<file path="src/rtl/exp_unit_pipe_pkg.sv">
// Shared constants and elaboration-time helpers for the pipelined exp unit.
package exp_unit_pipe_pkg;

    // Data width of the output buffer feeding the softmax path.
    localparam int OUTPUT_BUF_DATASIZE = 32;
    // log2(e) in Q.16 and the matching renormalising shift.
    localparam int LOG2E_Q             = 94548;
    localparam int LOG2E_SHIFT         = 16;
    // Number of register stages between input accept and out_valid.
    localparam int PIPE_DEPTH          = 4;

    typedef enum logic {
        MODE_EXP_X     = 1'b0,   // softmax stage 2: exp(Xi)
        MODE_EXP_X_LNF = 1'b1    // softmax stage 4: exp(Xi - lnF)
    } exp_mode_e;

    // 2^(idx / 2^addr_w) scaled by 2^frac_w, rounded to nearest.
    // Only ever evaluated at elaboration to build constant table entries.
    function automatic int exp2_lut_entry(input int idx, input int addr_w, input int frac_w);
        real v;
        v = (2.0 ** (real'(idx) / real'(32'sd1 << addr_w))) * real'(32'sd1 << frac_w);
        return $rtoi(v + 0.5);
    endfunction

endpackage

</file>
<file path="src/rtl/exp_unit_pipe_if.sv">
// Beat-level handshake bundle between the producer, the exp unit and the consumer.
interface exp_unit_pipe_if
    import exp_unit_pipe_pkg::*;
#(
    parameter int LANES  = 4,
    parameter int DATA_W = OUTPUT_BUF_DATASIZE
);
    logic                    in_valid;
    logic                    in_ready;
    logic                    in_mode;
    logic [DATA_W-1:0]       in_lnf;
    logic [LANES*DATA_W-1:0] in_xi;
    logic                    out_valid;
    logic                    out_ready;
    logic [LANES*DATA_W-1:0] out_exp;
    logic [LANES-1:0]        out_ovf;

    modport master (
        output in_valid, in_mode, in_lnf, in_xi, out_ready,
        input  in_ready, out_valid, out_exp, out_ovf
    );

    modport slave (
        input  in_valid, in_mode, in_lnf, in_xi, out_ready,
        output in_ready, out_valid, out_exp, out_ovf
    );
endinterface

</file>
<file path="src/rtl/exp_unit_pipe_lane.sv">
// One exp lane: S1 scale/subtract, S2 multiply by log2(e), S3 split k/f and
// look up 2^f, S4 shift into place with saturation. All stages advance on en_i.
module exp_lane
    import exp_unit_pipe_pkg::*;
#(
    parameter int DATA_W     = OUTPUT_BUF_DATASIZE,
    parameter int FRAC_W     = 8,
    parameter int LUT_ADDR_W = 6
) (
    input  logic                     clk_i,
    input  logic                     rst_i,
    input  logic                     en_i,
    input  logic                     mode_i,
    input  logic signed [DATA_W-1:0] lnf_i,
    input  logic signed [DATA_W-1:0] xi_i,
    output logic        [DATA_W-1:0] exp_o,
    output logic                     ovf_o
);
    localparam int X_W       = DATA_W + 1;
    localparam int P_W       = DATA_W + 18;
    localparam int T_W       = P_W - LOG2E_SHIFT;
    localparam int K_W       = T_W - FRAC_W;
    localparam int M_W       = FRAC_W + 1;
    localparam int SH_W      = $clog2(DATA_W);
    localparam int LUT_DEPTH = 1 << LUT_ADDR_W;
    localparam logic signed [K_W-1:0] K_MAX = K_W'(DATA_W - FRAC_W - 1);
    localparam logic signed [K_W-1:0] K_MIN = K_W'(-(FRAC_W + 1));

    logic signed [X_W-1:0]      xs_s, x_d, x_q;
    logic signed [P_W-1:0]      prod_s;
    logic signed [T_W-1:0]      t_d, t_q;
    logic signed [K_W-1:0]      k_d, k_q;
    logic        [LUT_ADDR_W-1:0] idx_s;
    logic        [M_W-1:0]      m_d, m_q;
    logic        [SH_W-1:0]     lsh_s, rsh_s;
    logic        [DATA_W-1:0]   exp_d, exp_q;
    logic                       ovf_d, ovf_q;
    logic        [M_W-1:0]      lut_s [LUT_DEPTH];
    logic                       unused_bits_s;

    // Constant 2^f mantissa table, one entry per generate iteration.
    for (genvar g = 0; g < LUT_DEPTH; g++) begin : g_lut
        localparam logic [M_W-1:0] ENTRY = M_W'(exp2_lut_entry(g, LUT_ADDR_W, FRAC_W));
        assign lut_s[g] = ENTRY;
    end

    // Product fraction bits below the Q.16 point and sub-LUT fraction bits are dropped.
    assign unused_bits_s = ^{prod_s[LOG2E_SHIFT-1:0], t_q[FRAC_W-1:0]};

    // S1: Xi to fixed point; lnF only subtracted for stage-4 beats.
    always_comb begin
        xs_s = {xi_i[DATA_W-1], xi_i};
        if (mode_i == MODE_EXP_X_LNF) begin
            x_d = (xs_s <<< FRAC_W) - {lnf_i[DATA_W-1], lnf_i};
        end else begin
            x_d = xs_s <<< FRAC_W;
        end
    end

    // S2: convert natural exponent to base-2 exponent, floor on the shift.
    always_comb begin
        prod_s = P_W'(x_q) * P_W'(LOG2E_Q);
        t_d    = T_W'(prod_s >>> LOG2E_SHIFT);
    end

    // S3: integer part k and 2^f mantissa from the top fraction bits.
    always_comb begin
        k_d   = t_q[T_W-1:FRAC_W];
        idx_s = t_q[FRAC_W-1 -: LUT_ADDR_W];
        m_d   = lut_s[idx_s];
    end

    // S4: place the mantissa by k, saturating above range and flushing below.
    always_comb begin
        exp_d = '0;
        ovf_d = 1'b0;
        lsh_s = k_q[SH_W-1:0];
        rsh_s = SH_W'(-k_q);
        if (k_q > K_MAX) begin
            exp_d = '1;
            ovf_d = 1'b1;
        end else if (!k_q[K_W-1]) begin
            exp_d = DATA_W'(m_q) << lsh_s;
        end else if (k_q >= K_MIN) begin
            exp_d = DATA_W'(m_q >> rsh_s);
        end else begin
            exp_d = '0;
        end
    end

    // Stage registers; the whole lane freezes while the pipe is stalled.
    always_ff @(posedge clk_i) begin
        if (rst_i) begin
            x_q   <= '0;
            t_q   <= '0;
            k_q   <= '0;
            m_q   <= '0;
            exp_q <= '0;
            ovf_q <= 1'b0;
        end else if (en_i) begin
            x_q   <= x_d;
            t_q   <= t_d;
            k_q   <= k_d;
            m_q   <= m_d;
            exp_q <= exp_d;
            ovf_q <= ovf_d;
        end
    end

    assign exp_o = exp_q;
    assign ovf_o = ovf_q;

endmodule

</file>
<file path="src/rtl/exp_unit_pipe.sv">
// Multi-lane pipelined fixed-point exp unit. Owns the beat valid chain and the
// whole-pipe stall; each lane carries its own datapath registers.
module exp_unit_pipe
    import exp_unit_pipe_pkg::*;
#(
    parameter int LANES      = 4,
    parameter int DATA_W     = OUTPUT_BUF_DATASIZE,
    parameter int FRAC_W     = 8,
    parameter int LUT_ADDR_W = 6
) (
    input  logic           clk_i,
    input  logic           rst_i,
    exp_unit_pipe_if.slave bus
);
    logic [PIPE_DEPTH-1:0]   vld_q;
    logic                    en_s;
    logic [LANES*DATA_W-1:0] exp_s;
    logic [LANES-1:0]        ovf_s;

    // The pipe only advances when the output slot is free or being drained.
    assign en_s = !vld_q[PIPE_DEPTH-1] || bus.out_ready;

    // Valid chain tracking which stages hold a real beat.
    always_ff @(posedge clk_i) begin
        if (rst_i) begin
            vld_q <= '0;
        end else if (en_s) begin
            vld_q <= {vld_q[PIPE_DEPTH-2:0], bus.in_valid};
        end
    end

    // mode/lnF are folded into x at S1, so they travel with the beat inside each lane.
    for (genvar n = 0; n < LANES; n++) begin : g_lane
        exp_lane #(
            .DATA_W    (DATA_W),
            .FRAC_W    (FRAC_W),
            .LUT_ADDR_W(LUT_ADDR_W)
        ) u_lane (
            .clk_i (clk_i),
            .rst_i (rst_i),
            .en_i  (en_s),
            .mode_i(bus.in_mode),
            .lnf_i (bus.in_lnf),
            .xi_i  (bus.in_xi[n*DATA_W +: DATA_W]),
            .exp_o (exp_s[n*DATA_W +: DATA_W]),
            .ovf_o (ovf_s[n])
        );
    end

    assign bus.in_ready  = en_s;
    assign bus.out_valid = vld_q[PIPE_DEPTH-1];
    assign bus.out_exp   = exp_s;
    assign bus.out_ovf   = ovf_s;

endmodule

</file>
<file path="src/flat_wrapper.sv">
// flat-port wrapper written by rule: the top's interface ports become plain ports
module exp_unit_pipe_flat import exp_unit_pipe_pkg::*;
#(
    parameter int LANES      = 4,
    parameter int DATA_W     = OUTPUT_BUF_DATASIZE,
    parameter int FRAC_W     = 8,
    parameter int LUT_ADDR_W = 6
)
  (clk_i, rst_i, bus_in_valid, bus_in_mode, bus_in_lnf, bus_in_xi, bus_out_ready, bus_in_ready, bus_out_valid, bus_out_exp, bus_out_ovf);
  exp_unit_pipe_if #(.LANES(LANES), .DATA_W(DATA_W)) bus_i ();
  input  logic clk_i;
  input  logic rst_i;
  input wire logic [$bits(bus_i.in_valid)-1:0] bus_in_valid;
  input wire logic [$bits(bus_i.in_mode)-1:0] bus_in_mode;
  input wire logic [$bits(bus_i.in_lnf)-1:0] bus_in_lnf;
  input wire logic [$bits(bus_i.in_xi)-1:0] bus_in_xi;
  input wire logic [$bits(bus_i.out_ready)-1:0] bus_out_ready;
  output wire logic [$bits(bus_i.in_ready)-1:0] bus_in_ready;
  output wire logic [$bits(bus_i.out_valid)-1:0] bus_out_valid;
  output wire logic [$bits(bus_i.out_exp)-1:0] bus_out_exp;
  output wire logic [$bits(bus_i.out_ovf)-1:0] bus_out_ovf;
  assign bus_i.in_valid = bus_in_valid;
  assign bus_i.in_mode = bus_in_mode;
  assign bus_i.in_lnf = bus_in_lnf;
  assign bus_i.in_xi = bus_in_xi;
  assign bus_i.out_ready = bus_out_ready;
  assign bus_in_ready = bus_i.in_ready;
  assign bus_out_valid = bus_i.out_valid;
  assign bus_out_exp = bus_i.out_exp;
  assign bus_out_ovf = bus_i.out_ovf;
  exp_unit_pipe #(.LANES(LANES), .DATA_W(DATA_W), .FRAC_W(FRAC_W), .LUT_ADDR_W(LUT_ADDR_W)) u_core (.clk_i(clk_i), .rst_i(rst_i), .bus(bus_i));
endmodule
</file>
<file path="config.mk">
export PLATFORM = sky130hd
export DESIGN_NAME = exp_unit_pipe_flat
export DESIGN_NICKNAME = d
export VERILOG_FILES = /design/src/rtl/exp_unit_pipe_pkg.sv /design/src/rtl/exp_unit_pipe_if.sv /design/src/rtl/exp_unit_pipe_lane.sv /design/src/rtl/exp_unit_pipe.sv /design/src/flat_wrapper.sv
export SDC_FILE = /design/constraint.sdc
export NUM_CORES = 2
export LEC_CHECK = 0
export ABC_AREA = 1
export BUFFER_PORTS_ARGS = -buffer_cell sky130_fd_sc_hd__buf_2
export CORE_MARGIN = 5
export CORE_UTILIZATION = 60
export DETAILED_ROUTE_END_ITERATION = 16
export HOLD_SLACK_MARGIN = 0.12
export PLACE_DENSITY = 0.78
export SYNTH_ARGS = -nofsm -noshare
export SYNTH_HDL_FRONTEND = slang
export SYNTH_SLANG_ARGS = --single-unit
</file>
<file path="constraint.sdc">
create_clock -name clk_i -period 6.35 [get_ports clk_i]
set_input_delay 1.27 -clock clk_i [delete_from_list [all_inputs] [get_ports clk_i]]
set_output_delay 1.27 -clock clk_i [all_outputs]
set_load 0.005 [all_outputs]
</file>
# Word level (Yosys, flattened, before mapping)
# Memories as Yosys holds them, arrays and structs flattened. A register that Yosys moved wholly into a read port is not among the register bits.
# Index checks and enable logic that the tools add are counted.
[classes] n_addsub=8 mul=4 n_lt_le_gt_ge=8 n_shift=8 mux=20 bitwise_logic=4 n_reduce_logical=2
[ops] operator="2-to-1 mux 32 bit" count=12
[ops] operator="multiplier 33 x 16 -> 48 bit, second input constant" count=4
[ops] operator="2-to-1 mux 33 bit" count=4
[ops] operator="subtractor 33 bit" count=4
[ops] operator="left shift 9 x 5 -> 32 bit" count=4
[ops] operator="right shift 9 x 5 -> 32 bit" count=4
[ops] operator=">= comparator 26 x 5 -> 1 bit, second input constant" count=4
[ops] operator="greater-than comparator 26 x 6 -> 1 bit, second input constant" count=4
[ops] operator="NOT 6 -> 7 bit" count=4
[ops] operator="negation 5 bit" count=4
[ops] operator="2-to-1 mux 1 bit" count=4
[ops] operator="zero test 1 bit" count=1
[ops] operator="logical OR 1 bit" count=1
[word_totals] ff_bits=508 rom_bits=2304 input_bits=165 out_inout_bits=134 elab_cells=79 mem_count=4
[mem_list] memory="(no name shown)" depth=64 word_bits=9 read_ports=1 rd_ports_with_merged_regs=1 wr=0 line="exp_unit_pipe_lane.sv:70" source="m_d = lut_s[idx_s];"
[mem_list] memory="(no name shown)" depth=64 word_bits=9 read_ports=1 rd_ports_with_merged_regs=1 wr=0 line="exp_unit_pipe_lane.sv:70"
[mem_list] memory="(no name shown)" depth=64 word_bits=9 read_ports=1 rd_ports_with_merged_regs=1 wr=0 line="exp_unit_pipe_lane.sv:70"
[mem_list] memory="(no name shown)" depth=64 word_bits=9 read_ports=1 rd_ports_with_merged_regs=1 wr=0 line="exp_unit_pipe_lane.sv:70"

# Longest topological paths before layout
[depth] ltp_word=5 mapped_depth=29 depth_no_buf=28

# Modules after synthesis
# From an unflattened synthesis, not the netlist that was laid out.
[unflattened] cells_unflattened=11781 hier_area_um2=78616.6
[by_module_without_submodules] module="exp_lane at u_core.g_lane[0].u_lane" n_inst=1 cells_each=2943 area_each_um2=19646.3 seq_area_each_um2=2662.6
[by_module_without_submodules] module="exp_lane at u_core.g_lane[1].u_lane" n_inst=1 cells_each=2945 area_each_um2=19618.8 seq_area_each_um2=2662.6
[by_module_without_submodules] module="exp_lane at u_core.g_lane[3].u_lane" n_inst=1 cells_each=2933 area_each_um2=19613.8 seq_area_each_um2=2662.6
[by_module_without_submodules] module="exp_lane at u_core.g_lane[2].u_lane" n_inst=1 cells_each=2935 area_each_um2=19571.3 seq_area_each_um2=2662.6
[by_module_without_submodules] module="exp_unit_pipe" n_inst=1 cells_each=25 area_each_um2=166.4 seq_area_each_um2=80.1

# Least setup slack after synthesis
# No wires, ideal clock.
[synth_path] path_kind="flip-flop to flip-flop" from="reg u_core.g_lane[0].u_lane.x_q[7] (netlist name)" to="reg u_core.g_lane[2].u_lane.t_q[19]" setup_ps=109 arrival_ps=5055 required_ps=6241 setup_slack_ps=1186 stages_incl_launch_ff=27 n_path_buf=1 period_less_slack_ps=5164 path_cell_list="dfxtp_1 -> inv_1 -> fa_1 -> inv_1 -> ha_1 -> inv_1 -> fa_1 -> clkbuf_1 -> xnor2_1 -> ha_1 -> o21bai_1 -> fa_1 -> inv_1 -> fa_1 -> inv_1 -> ha_1 -> nand2_1 -> nor2_1 -> nand2_1 -> nor2_1 -> o21ai_0 -> nand3_1 -> nand2_1 -> nand3_1 -> nand3_1 -> nand2_1 -> inv_1"
[synth_lines] element="end signal, assigned" line="exp_unit_pipe_lane.sv:102" source="t_q <= t_d;"
[synth_lines] element="end, declared" line="exp_unit_pipe_lane.sv:31" source="logic signed [T_W-1:0] t_d, t_q;"

==> metrics.cfg <==
[global_route]
grt_util_met3_pct = 6.350
gr-max-usage-layer = met2
grt_overflow = 0
grt_pass1_wl_um = 367200
grt_antenna_before_repair = 4
global_route.usage.met2_pct = 56.67
grt_max_degree = 177
grt.met1_usage_pct = 46.78
grt_pass1_vias = 68480
track_usage_pct = 34.89

[routing]
vias = 70700
firstDrtPassIters = 10
first_iter_violations = 5934
drt-total-wl_um = 233500
drc = 0
ant_nets = 0
wl_per_cell_um = 18.06
vias_per_cell = 5.467

[min_path]
whs_endpoint = u_core.vld_q[2]
whs_path_depth = 2
holdCritPathClass = reg2reg
min-delay-start = u_core.vld_q[2]

[sta]
final.min_clock_period_ns = 5.764
tns_ns = 0
period_share_pct = 90.78
fmax_mhz = 173.5
fin_worst_skew_ns = 0.02921
tightest_slew_ns = 1.027
finalHoldViolCount = 0
final_max_slew_viol_count = 0
max-slew-margin-rel_pct = 31.55
rsz0062_at_grt = no
final-setup-viol-count = 0

[clock_tree]
clk_pin_slew_ns = 0.06
cts_resized = 0
cts_max_level = 2
hold_buffers = 0
clock_latency_ns = 0.70
clock-sinks = 509
clock_path_buffers = 3
cts_made_buffers = 61
cts-root-buf = clkbuf_16
tritoncts = done
post_cts_buffers = 0

[final_layout]
syn2layout_area_growth_pct = 6.942
seq_area_mm2 = 0.01019
layout_common_cells = nand2_1, inv_1, ha_1
drive_above_1_share_pct = 5.112
layout_commonest_cell = nand2_1
nets = 12980
fill_cells = 11360
multi_input_area_mm2 = 0.05246

[synth]
syn_area_mm2 = 0.07400
synth.mux.area_fraction_pct = 0.03043
ys.flop_type = dfxtp_1
synth-compound-area-share_pct = 11.88
yosys.area_share.simple_pct = 23.90
synth-adder-area-share_pct = 33.31
synthCells = 11110
syn_avg_cell_area_um2 = 6.662
synth_top_family_by_area = adder cells
postSynthNetCount = 12830
synth-seq-cells = 509
ys_async_sr_fraction_pct = 0
post_synth_num_cell_types = 55
synth_warnings = 0
synth-edff-count = 0
synth_xor_xnor_area_share_pct = 1.762
ys_seq_area_share_pct = 13.77

[floorplan]
num_rows = 128
die_w_um = 361.2
core_mm2 = 0.1222
die_h_um = 361.2
initial_core_util_pct = 60.56
die_area_mm2 = 0.1305
ios = 299

[setup_path]
slowest_delay_ns = 0.66
end_kind = register
cp-start-kind = register
slowest_stage = fa_1
r2r_setup_slack_ns = 0.59
worstSetupPathType = reg2reg
reg2reg_to = u_core.g_lane[2].u_lane.t_q[26]
crit_top_cell = inv_1
crit_arrival_ns = 6.35
crit_required_ns = 6.93
r2r_cells = 26
crit_fanout = 9
r2r-start = u_core.g_lane[0].u_lane.x_q[7]

[place]
port_buffers = 270
gp_congestion = 1.009
place_hpwl_um = 191300

[job]
maxCapViolations = 0

[run_status]
outcome = finished, final reports clean

==> sequential cells by signal (all words and copies together), names as in the netlist <==
register	count
u_core.g_lane.u_lane.exp_o	128
u_core.g_lane.u_lane.t_q	128
u_core.g_lane.u_lane.x_q	108
u_core.vld_q	4
u_core.g_lane.u_lane.ovf_o	4
u_core.g_lane.u_lane.k_q	104
u_core.g_lane.u_lane.m_q	33
==> synthesized netlist by cell type (11+ instances only) <==
| cell type | instances | share of area (%) |
|---|---|---|
| a21o_1 | 15 | 0.15 |
| a21oi_1 | 702 | 4.7 |
| a31oi_1 | 63 | 0.53 |
| and2_1 | 17 | 0.14 |
| buf_1 | 27 | 0.14 |
| buf_2 | 76 | 0.51 |
| buf_4 | 12 | 0.12 |
| clkbuf_1 | 168 | 0.85 |
| clkinv_1 | 15 | 0.076 |
| dfxtp_1 | 509 | 14 |
| fa_1 | 693 | 19 |
| ha_1 | 861 | 15 |
| inv_1 | 2663 | 14 |
| inv_2 | 13 | 0.066 |
| nand2_1 | 2675 | 14 |
| nand2_2 | 23 | 0.19 |
| nand3_1 | 623 | 4.2 |
| nand3b_1 | 27 | 0.27 |
| nand4_1 | 98 | 0.83 |
| nor2_1 | 684 | 3.5 |
| nor2_2 | 11 | 0.093 |
| nor3_1 | 63 | 0.43 |
| o211ai_1 | 54 | 0.55 |
| o21ai_0 | 651 | 4.4 |
| o21ai_1 | 18 | 0.12 |
| o21bai_1 | 104 | 1.1 |
| or2_2 | 26 | 0.22 |
| xnor2_1 | 56 | 0.66 |
| xor2_1 | 91 | 1.1 |
==> layer usage <==
metal | vias to the layer above | share of wire, %
met2 | 2853 | 45
met1 | 32830 | 42
met3 | 525 | 8.6
li1 | 34490 | -
met5 | - | 0.0090
met4 | 4 | 4.3
==> kinds of logic (layout without fill, tap and decap cells) <==
kind of cell / after synthesis / in the layout
and+or+nand+nor: 4277 / 4277
buffers and inverters: 2980 / 3178
AOI/OAI and AO/OA: 1638 / 1638
adders and majority gates: 1554 / 1554
DFF: 509 / 509
xor gates and xnor gates: 148 / 148
muxes: 2 / 2
other: 0 / 2
==> stage by stage <==
stage | util (%) | area [um2] | cells | worst slack, ns | hold WS (ns)
floorplan | - | 74000 | 11110 | 1.186 | 0.4297
global placement | 63.00 | 76980 | 12820 | 0.7321 | 0.4386
detailed placement | 63.00 | 76980 | 12820 | 0.7081 | 0.4593
CTS | 64.76 | 79130 | 12930 | 0.6594 | 0.4684
global route | 64.76 | 79130 | 12930 | 0.3135 | 0.4858
finish | 64.76 | 79140 | 12930 | 0.5857 | 0.4660
==> worst max-delay path by stage <==
stage | cells past startpoint | slack [ns] | start | to
after global placement | 20 | 0.73 | u_core.g_lane[3].u_lane.x_q[11] | u_core.g_lane[3].u_lane.t_q[11]
after floorplan | 26 | 1.19 | u_core.g_lane[0].u_lane.x_q[7] | u_core.g_lane[2].u_lane.t_q[19]
after CTS | 26 | 0.66 | u_core.g_lane[0].u_lane.x_q[7] | u_core.g_lane[2].u_lane.t_q[26]
after detailed placement | 19 | 0.71 | u_core.g_lane[0].u_lane.x_q[3] | u_core.g_lane[3].u_lane.t_q[9]
final | 26 | 0.59 | u_core.g_lane[0].u_lane.x_q[7] | u_core.g_lane[2].u_lane.t_q[26]
after global routing | 20 | 0.31 | u_core.g_lane[0].u_lane.x_q[3] | u_core.g_lane[3].u_lane.t_q[11]
==> area by class of cell <==
class	instances	share of cell area, %
Clock inverter	34	0.5676
Sequential cell	509	12.88
Antenna cell	2	0.006324
Timing Repair Buffer	372	2.742
Clock buffer	79	2.155
Tap cell	1625	2.569
Multi-Input combinational cell	7619	66.29
Inverter	2693	12.80
==> critical path: cells and delay by family (launching register included) <==
kind                     cells  cell delay, ns
AND/OR/NAND/NOR             10            1.33
flip-flops                   1            0.33
buffers and inverters        7            0.48
adder cells (fa/ha/maj)      7            3.07
XOR/XNOR                     1            0.26
AO/OA/AOI/OAI                1            0.18
Power is not shown: default switching activity piles up to over one toggle a cycle in this logic, so the estimate is an artifact.
